**src/rtl/clk_div_pkg.sv**
```systemverilog
// Shared types and helpers for the run-time clock-divider controller.
package clk_div_pkg;

    localparam int PKG_CNT_W   = 4;
    localparam int PKG_RATIO_W = 2;

    // Controller states: stopped, running, running with a change queued
    typedef enum logic [1:0] {
        OFF  = 2'd0,
        RUN  = 2'd1,
        PEND = 2'd2
    } state_t;

    // Ratio codes: code r divides by 2^(r+1)
    localparam logic [PKG_RATIO_W-1:0] R_DIV2  = 2'd0;
    localparam logic [PKG_RATIO_W-1:0] R_DIV4  = 2'd1;
    localparam logic [PKG_RATIO_W-1:0] R_DIV8  = 2'd2;
    localparam logic [PKG_RATIO_W-1:0] R_DIV16 = 2'd3;

    // Terminal count of one period for ratio code r (2^(r+1) - 1)
    function automatic logic [PKG_CNT_W-1:0] ratio_max(input logic [PKG_RATIO_W-1:0] r);
        logic [PKG_CNT_W-1:0] m;
        case (r)
            R_DIV2:  m = 4'd1;
            R_DIV4:  m = 4'd3;
            R_DIV8:  m = 4'd7;
            R_DIV16: m = 4'd15;
            default: m = 4'd15;
        endcase
        return m;
    endfunction

endpackage

```
**src/rtl/clk_div_core.sv**
```systemverilog
// Divider datapath: period counter, wrap detect and the registered
// divided-clock output. The counter only ever restarts from zero, so
// bits above the active ratio bit stay clear.
module clk_div_core
    import clk_div_pkg::*;
#(
    parameter int CNT_W   = 4,
    parameter int RATIO_W = 2
) (
    input  logic               clk,
    input  logic               rst_n,
    input  logic [RATIO_W-1:0] active_ratio,
    input  logic               count_en,
    input  logic               clear,
    output logic               wrap,
    output logic               div_out
);

    logic [CNT_W-1:0] cnt;
    logic [CNT_W-1:0] cnt_max;
    logic [CNT_W-1:0] cnt_nxt;

    assign cnt_max = CNT_W'(ratio_max(PKG_RATIO_W'(active_ratio)));
    assign wrap    = (cnt == cnt_max);
    assign cnt_nxt = wrap ? '0 : cnt + 1'b1;

    // Advance the period counter; div_out is the ratio bit of the new count
    always_ff @(posedge clk) begin
        if (!rst_n || clear) begin
            cnt     <= '0;
            div_out <= 1'b0;
        end else if (count_en) begin
            cnt     <= cnt_nxt;
            div_out <= cnt_nxt[active_ratio];
        end
    end

endmodule

```
**src/rtl/clk_div_sched.sv**
```systemverilog
// Run-time controller for the shared clock divider. Configuration arrives
// over a valid/ready handshake and is only applied on a period boundary,
// so div_out never shows a truncated half-period.
module clk_div_sched
    import clk_div_pkg::*;
#(
    parameter int CNT_W   = 4,
    parameter int RATIO_W = 2
) (
    input  logic               clk,
    input  logic               rst_n,
    input  logic               ena,
    input  logic               cfg_valid,
    output logic               cfg_ready,
    input  logic [RATIO_W-1:0] cfg_ratio,
    input  logic               cfg_enable,
    output logic               div_out,
    output logic               tick,
    output logic               run,
    output logic               busy,
    output logic [RATIO_W-1:0] active_ratio
);

    state_t             state;
    logic [RATIO_W-1:0] pend_ratio;
    logic               pend_enable;
    logic               wrap;
    logic               running;
    logic               at_wrap;
    logic               accept;
    logic               apply_now;

    assign running   = (state != OFF);
    assign cfg_ready = ena && rst_n && (state != PEND);
    assign accept    = cfg_valid && cfg_ready;
    assign at_wrap   = running && ena && wrap;
    // A new configuration lands at the wrap: either the queued one or one
    // accepted in the wrap cycle itself; the period restarts from zero.
    assign apply_now = at_wrap && ((state == PEND) || accept);

    assign tick = at_wrap;
    assign run  = running;
    assign busy = (state == PEND);

    clk_div_core #(
        .CNT_W   (CNT_W),
        .RATIO_W (RATIO_W)
    ) u_core (
        .clk          (clk),
        .rst_n        (rst_n),
        .active_ratio (active_ratio),
        .count_en     (running && ena),
        .clear        (apply_now),
        .wrap         (wrap),
        .div_out      (div_out)
    );

    // Controller FSM: start/stop, queue mid-period requests, apply at wrap
    always_ff @(posedge clk) begin
        if (!rst_n) begin
            state        <= OFF;
            active_ratio <= RATIO_W'(R_DIV2);
            pend_ratio   <= RATIO_W'(R_DIV2);
            pend_enable  <= 1'b0;
        end else if (ena) begin
            case (state)
                OFF: begin
                    if (accept && cfg_enable) begin
                        state        <= RUN;
                        active_ratio <= cfg_ratio;
                    end
                end
                RUN: begin
                    if (accept) begin
                        if (wrap) begin
                            if (cfg_enable) begin
                                active_ratio <= cfg_ratio;
                            end else begin
                                state <= OFF;
                            end
                        end else begin
                            state       <= PEND;
                            pend_ratio  <= cfg_ratio;
                            pend_enable <= cfg_enable;
                        end
                    end
                end
                PEND: begin
                    if (wrap) begin
                        if (pend_enable) begin
                            state        <= RUN;
                            active_ratio <= pend_ratio;
                        end else begin
                            state <= OFF;
                        end
                    end
                end
                default: state <= OFF;
            endcase
        end
    end

endmodule

```
**config.mk**
```make
export PLATFORM = sky130hd
export DESIGN_NAME = clk_div_sched
export DESIGN_NICKNAME = d
export VERILOG_FILES = /design/src/rtl/clk_div_pkg.sv /design/src/rtl/clk_div_core.sv /design/src/rtl/clk_div_sched.sv
export SDC_FILE = /design/constraint.sdc
export NUM_CORES = 1
export LEC_CHECK = 0
export CORE_AREA = 2 2 50 52
export CTS_CLUSTER_SIZE = 40
export DETAILED_ROUTE_END_ITERATION = 8
export DIE_AREA = 0 0 52 54
export PLACE_DENSITY = 0.57
export SLEW_MARGIN = 40
export SYNTH_ARGS = -nofsm -noshare
export SYNTH_HDL_FRONTEND = slang
export SYNTH_SLANG_ARGS = --single-unit
```
**constraint.sdc**
```tcl
create_clock -name clk -period 1.9 [get_ports clk]
set_input_delay 0.57 -clock clk [delete_from_list [all_inputs] [get_ports clk]]
set_output_delay 0.57 -clock clk [all_outputs]
set_load 0.02 [all_outputs]
```
; ---- Word-level counts from Yosys, hierarchy flattened
; Index checks and enable logic that the tools add are counted.
[totals]
ff_bits = 12
in_bits = 7
output_inout_bits = 7
elab_cells = 58
[op_classes]
addsub = 1
order_cmp = 1
eq_ne = 14
n_mux = 18
n_bitwise = 1
reduce_logical = 17
[ops]
columns = cell, n
row1 = $mux 2, 11
row2 = $pmux 4 s4, 1
row3 = $pmux 2 s3, 2
row4 = $ne 2x2->1 const B, 4
row5 = $reduce_and 8->1, 1
row6 = $logic_and 1x1->1, 7
row7 = $eq 2x2->1 const B, 3
row8 = $ne 2x1->1 const B, 3
row9 = $reduce_and 5->1, 1
row10 = $add 4x1->4 const B, 1
row11 = $eq 2x1->1 const B, 2
row12 = $eq 4x4->1, 1
row13 = $logic_not 2->1, 2
row14 = $mux 4, 1
row15 = $reduce_and 4->1, 1
row16 = $lt 2x3->1 const B, 1
row17 = $ne 3x3->1 const B, 1
row18 = $reduce_bool 3->1, 1
row19 = $bmux 1 s2, 1
row20 = $logic_or 1x1->1, 2
row21 = $mux 1, 2
row22 = $reduce_bool 2->1, 1
row23 = $logic_not 1->1, 1
row24 = $not 1->1, 1

; ---- Depth between registers and ports, before layout
[depth]
word_depth = 6
ltp_mapped = 6
ltp_nobuf = 6

; ---- Cells and area by module
; A second synthesis with hierarchy kept.
[hier_totals]
hier_cells = 92
hier_area_um2 = 768.2
[modules_own_cells]
columns = module, instances, cells_per_inst, area_each_um2, seq_area_each_um2
row1 = clk_div_sched, 1, 50, 424.2, 140.1
row2 = clk_div_core, 1, 42, 344.1, 100.1

; ---- Worst setup path after synthesis
; Ideal clock, no wire load.
[synth_timing]
path_type = register to output
start = register active_ratio[0]
end = output port tick
t_arrival_ps = 1355
t_required_ps = 1330
slack_ps = -25
stages_incl_launch_ff = 5
path_buffers = 0
path_cell_list = dfxtp_1 > nor4b_2 > o21a_4 > nor2_4 > nor2_1
[synth_via]
elab_chain_len = 4
elab_cells_between_ends = 7
classes_between = eq/ne: 4 / mux: 1 / reduce/logical: 2
[synth_lines]
columns = element, line
row1 = start: declaration, clk_div_sched.sv:21  ; output logic [RATIO_W-1:0] active_ratio
row2 = start signal: assignment, clk_div_sched.sv:62  ; active_ratio <= RATIO_W'(R_DIV2);
row3 = start signal: assignment, clk_div_sched.sv:70  ; active_ratio <= cfg_ratio;
row4 = start signal: assignment, clk_div_sched.sv:77  ; active_ratio <= cfg_ratio;
row5 = "$eq 2x2->1, or another cell as far along", clk_div_pkg.sv:23  ; case (r)
row6 = $pmux 4 s4 (*), clk_div_pkg.sv:23
row7 = $eq 4x4->1 (*), clk_div_core.sv:24  ; assign wrap = (cnt == cnt_max);
row8 = $logic_and 1x1->1 (*), clk_div_sched.sv:36  ; assign at_wrap = running && ena && wrap;
row9 = end: declaration, clk_div_sched.sv:18  ; output logic tick,
; Mark *: on every way between the ends. The rest lies on a longest branch, timed or not. The select of a mux whose other input is x is not followed.

; ---- Worst setup path in the final report
[layout_timing]
start = register active_ratio[1]
end = output port tick
; The elaborated chain is that of the path after synthesis.

==> impl_metrics.csv <==
group,metric,value,unit
run_status,outcome,"finished, violations left",
run_status,violated_checks,"negative setup slack",
final_layout,post_route_cells_drive_above_1_share,35.61,%
logic_synthesis,synth-compound-area-share,19.71,%
critical_path,cp_max_stage_cell,"dfxtp_4",
global_route,grt_pass1_vias,809,
global_route,grt_remaining_overflow,0,
global_route,pin_count_of_the_biggest_net_entering_global_routing,15,
logic_synthesis,netlist_top_cells_area,"dfxtp_1, mux2i_1, nand2_1, nor2b_1, nand4bb_4",
placement,detailed_place_hpwl,1578,um
logic_synthesis,ys_ff_latch,12,
clock_tree,clock_root_buffer,"clkbuf_4",
logic_synthesis,synth.largest_area_cell,"dfxtp_1",
global_route,groute.usage.overall,16.57,%
sta,post-route-period-util,101.9,%
sta,setup_repair_after_global_routing_missed_its_margin,"yes",
clock_tree,clkSlewWorstSetupHoldPaths,90,ps
routing,route.antenna.remaining_nets,0,
routing,wl_per_cell,12.84,um
pwr,peak_supply_drop,343.6,uV
final_layout,layout.nets,141,
clock_tree,tritoncts_num_sinks,12,
logic_synthesis,synth_warnings,0,
pwr,power.share.sequential,46.8,%
logic_synthesis,synth_enable_flop_cells,0,
clock_tree,clock_path_buffers,2,
sta,timing.setup.tns,-35.20,ps
logic_synthesis,sequential_fraction_of_the_synthesis_area,28.24,%
routing,drt-pass1-iter-count,4,
logic_synthesis,synth-simple-area-share,33.38,%
critical_path,cp_cell_sequence,"nor4b_4 -> o21a_4 -> nor2_4 -> nor2_2 -> buf_6",
global_route,grt_antenna_before_repair,0,
critical_path,start_kind,"register",
logic_synthesis,netlist_area,850.8,sq um
placement,placedInstanceArea,0.001145,sq mm
clock_tree,ctsHtreeMaxLevel,1,
critical_path,critPathMaxFanout,6,
floorplanning,core_region_area,0.002320,sq mm
routing,remaining_drc_errors,0,
pwr,leakage,0.0005346,uW
logic_synthesis,synth_fa_ha_area_share,1.471,%
floorplanning,floorplan.initialDensity,36.68,%
clock_tree,cts_buffers,3,
pwr,total_switching_power,133.6,uW
sta,timing.final.crit_period,1935,ps
logic_synthesis,synth_cell_types,43,
placement,placement.io_buffers,13,
pwr,cellInternalPower,404.6,uW
logic_synthesis,synthMuxAreaShare,8.529,%
sta,tightestPinTransition,336.1,ps
global_route,grt_first_pass_wirelength,3408,um
floorplanning,io_pins,14,
clock_tree,cts_tree,"yes",
critical_path,worstSetupEndpointType,"primary output",
final_layout,final_area,0.001201,sq mm
critical_path,worst-endpoint-arrival,1370,ps
critical_path,worstSetupPathType,"register to primary output",
routing,num_vias,808,
logic_synthesis,xor_xnor_fraction_of_synth_area,3.088,%
logic_synthesis,post_synth_most_frequent_cells,"dfxtp_1, nand2_1, nor2_1, mux2i_1, nor2b_1",
logic_synthesis,asyncSetResetFlopFracSynth,0,%
pwr,power.share.switching,24.82,%
sta,maxSlewViolCount,0,
floorplanning,die_h,54,um
sta,timing.clock.skew,7.655,ps
final_layout,final_util,51.78,%
floorplanning,rows,18,
run,drv_cap,0,
routing,initialDrtViolationCount,31,
logic_synthesis,synth_top_area_share,28.24,%
critical_path,max_stage_delay,370,ps
sta,fmax,516.7,MHz
pwr,pwr-share-comb,13.3,%
logic_synthesis,mean_cell_area_of_the_mapped_netlist,8.771,sq um
sta,final_hold_vio_count,0,
logic_synthesis,combinational_family_with_the_most_area_after_synthesis,"simple AND/OR/NAND/NOR gates",
floorplanning,die_width,52,um
clock_tree,clkLatencyLatePin,280,ps
sta,relSlewSlack,77.54,%
pwr,power_density,448.1,mW/mm^2
sta,layout_setup_ws,-35.20,ps
floorplanning,design.die.area,0.002808,sq mm
logic_synthesis,synth_cells,97,
critical_path,crit_required,1330,ps
final_layout,num_antenna_cells,0,
logic_synthesis,ys_dominant_reg_cell,"dfxtp_1",
min_path,hold_path_class,"register to register",
pwr,clkPwrFrac,39.8,%
sta,final_count_of_negative_setup_slack_endpoints,1,
logic_synthesis,syn-num-nets,105,
placement,gpl.final_weighted_congestion,0.8093,
sta,hold_ws,509.7,ps
routing,route.final.wire_length,2080,um
final_layout,flow.area_growth_from_synthesis,41.18,%
routing,avgViaCountPerCell,4.988,
## timing repair
action,4_1_cts,5_1_grt
endpoints found under the setup margin,6,2
pin swaps,1,5
gates resized for setup,25,5
setup buffers,1,0
hold buffers,0,0
## area by class of cell
type | instances | area [sq um]
inverter | 3 | 13.76
timing repair buffer | 35 | 282.8
clock buffer | 4 | 36.28
fill | 228 | 1119
sequential | 12 | 254.0
multi-input combinational | 78 | 576.8
tap | 30 | 37.54
## power by group through the flow
stage	combinational (uW)	clock (uW)	sequential, uW
after floorplan	36.0	0	263
after global routing	77.7	232	253
after global placement	73.9	0	262
final	71.6	214	252
after CTS	72.1	221	255
after detailed placement	74.0	0	262
## path summary, 6_finish.rpt
path / startpoint / end / slack (ps) / cells past startpoint
setup / recovery: active_ratio[1]$_SDFFE_PN0P_ / tick / -40 / 5
hold / removal: u_core.div_out$_SDFFE_PP0N_ / u_core.div_out$_SDFFE_PP0N_ / 510 / 2
setup reg to reg: u_core.cnt[3]$_SDFFE_PP0N_ / active_ratio[1]$_SDFFE_PN0P_ / 260 / 6
hold reg to reg: u_core.div_out$_SDFFE_PP0N_ / u_core.div_out$_SDFFE_PP0N_ / 510 / 2
## worst max-delay path: cells and delay by family, from the launching register on
family | cells | cell delay (ps)
AO/OA/AOI/OAI | 1 | 180
buffers and inverters | 1 | 120
AND/OR/NAND/NOR | 3 | 410
flip-flops | 1 | 370
## per-layer routing
layer,wire length [um],up-vias,global-route usage (%)
met5,0,-,0
met2,1035,19,29.32
li1,-,418,-
met3,79,2,2.500
met4,12,0,7.895
met1,953,369,19.57
## per-stage QoR
step | cells | power, uW | setup WS (ps)
global route | 162 | 562.1 | -107.4
detailed placement | 157 | 335.7 | -541.9
floorplan | 97 | 298.6 | 58.38
CTS | 162 | 547.3 | -86.24
finish | 162 | 538.3 | -35.20
global placement | 157 | 335.5 | -546.4
## state kept, by name, indices dropped and copies added, names as in the netlist
name / count
u_core.cnt: 4
active_ratio: 2
pend_enable: 1
pend_ratio: 2
state: 2
u_core.div_out: 1
## cells by family (layout without fill, tap and decap cells)
| kind of cell | count (synthesis) | in the layout |
|---|---|---|
| AND/OR/NAND/NOR | 46 | 46 |
| AO/OA/AOI/OAI | 21 | 21 |
| flip-flops | 12 | 12 |
| multiplexers | 7 | 7 |
| buffers and inverters | 7 | 42 |
| XOR/XNOR | 3 | 3 |
| adder cells (fa/ha/maj) | 1 | 1 |
## cell usage in the layout (no fill, tap or decap), types with 4 or more instances in the layout
| cell | count |
|---|---|
| and2_1 | 4 |
| buf_4 | 23 |
| clkdlybuf4s50_1 | 5 |
| dfxtp_1 | 7 |
| dlygate4sd2_1 | 5 |
| mux2i_1 | 5 |
| nand2_1 | 12 |
| nor2_1 | 5 |
| nor2b_1 | 5 |
| nor3_1 | 4 |
Note: power is estimated with default switching activity, not from simulation.
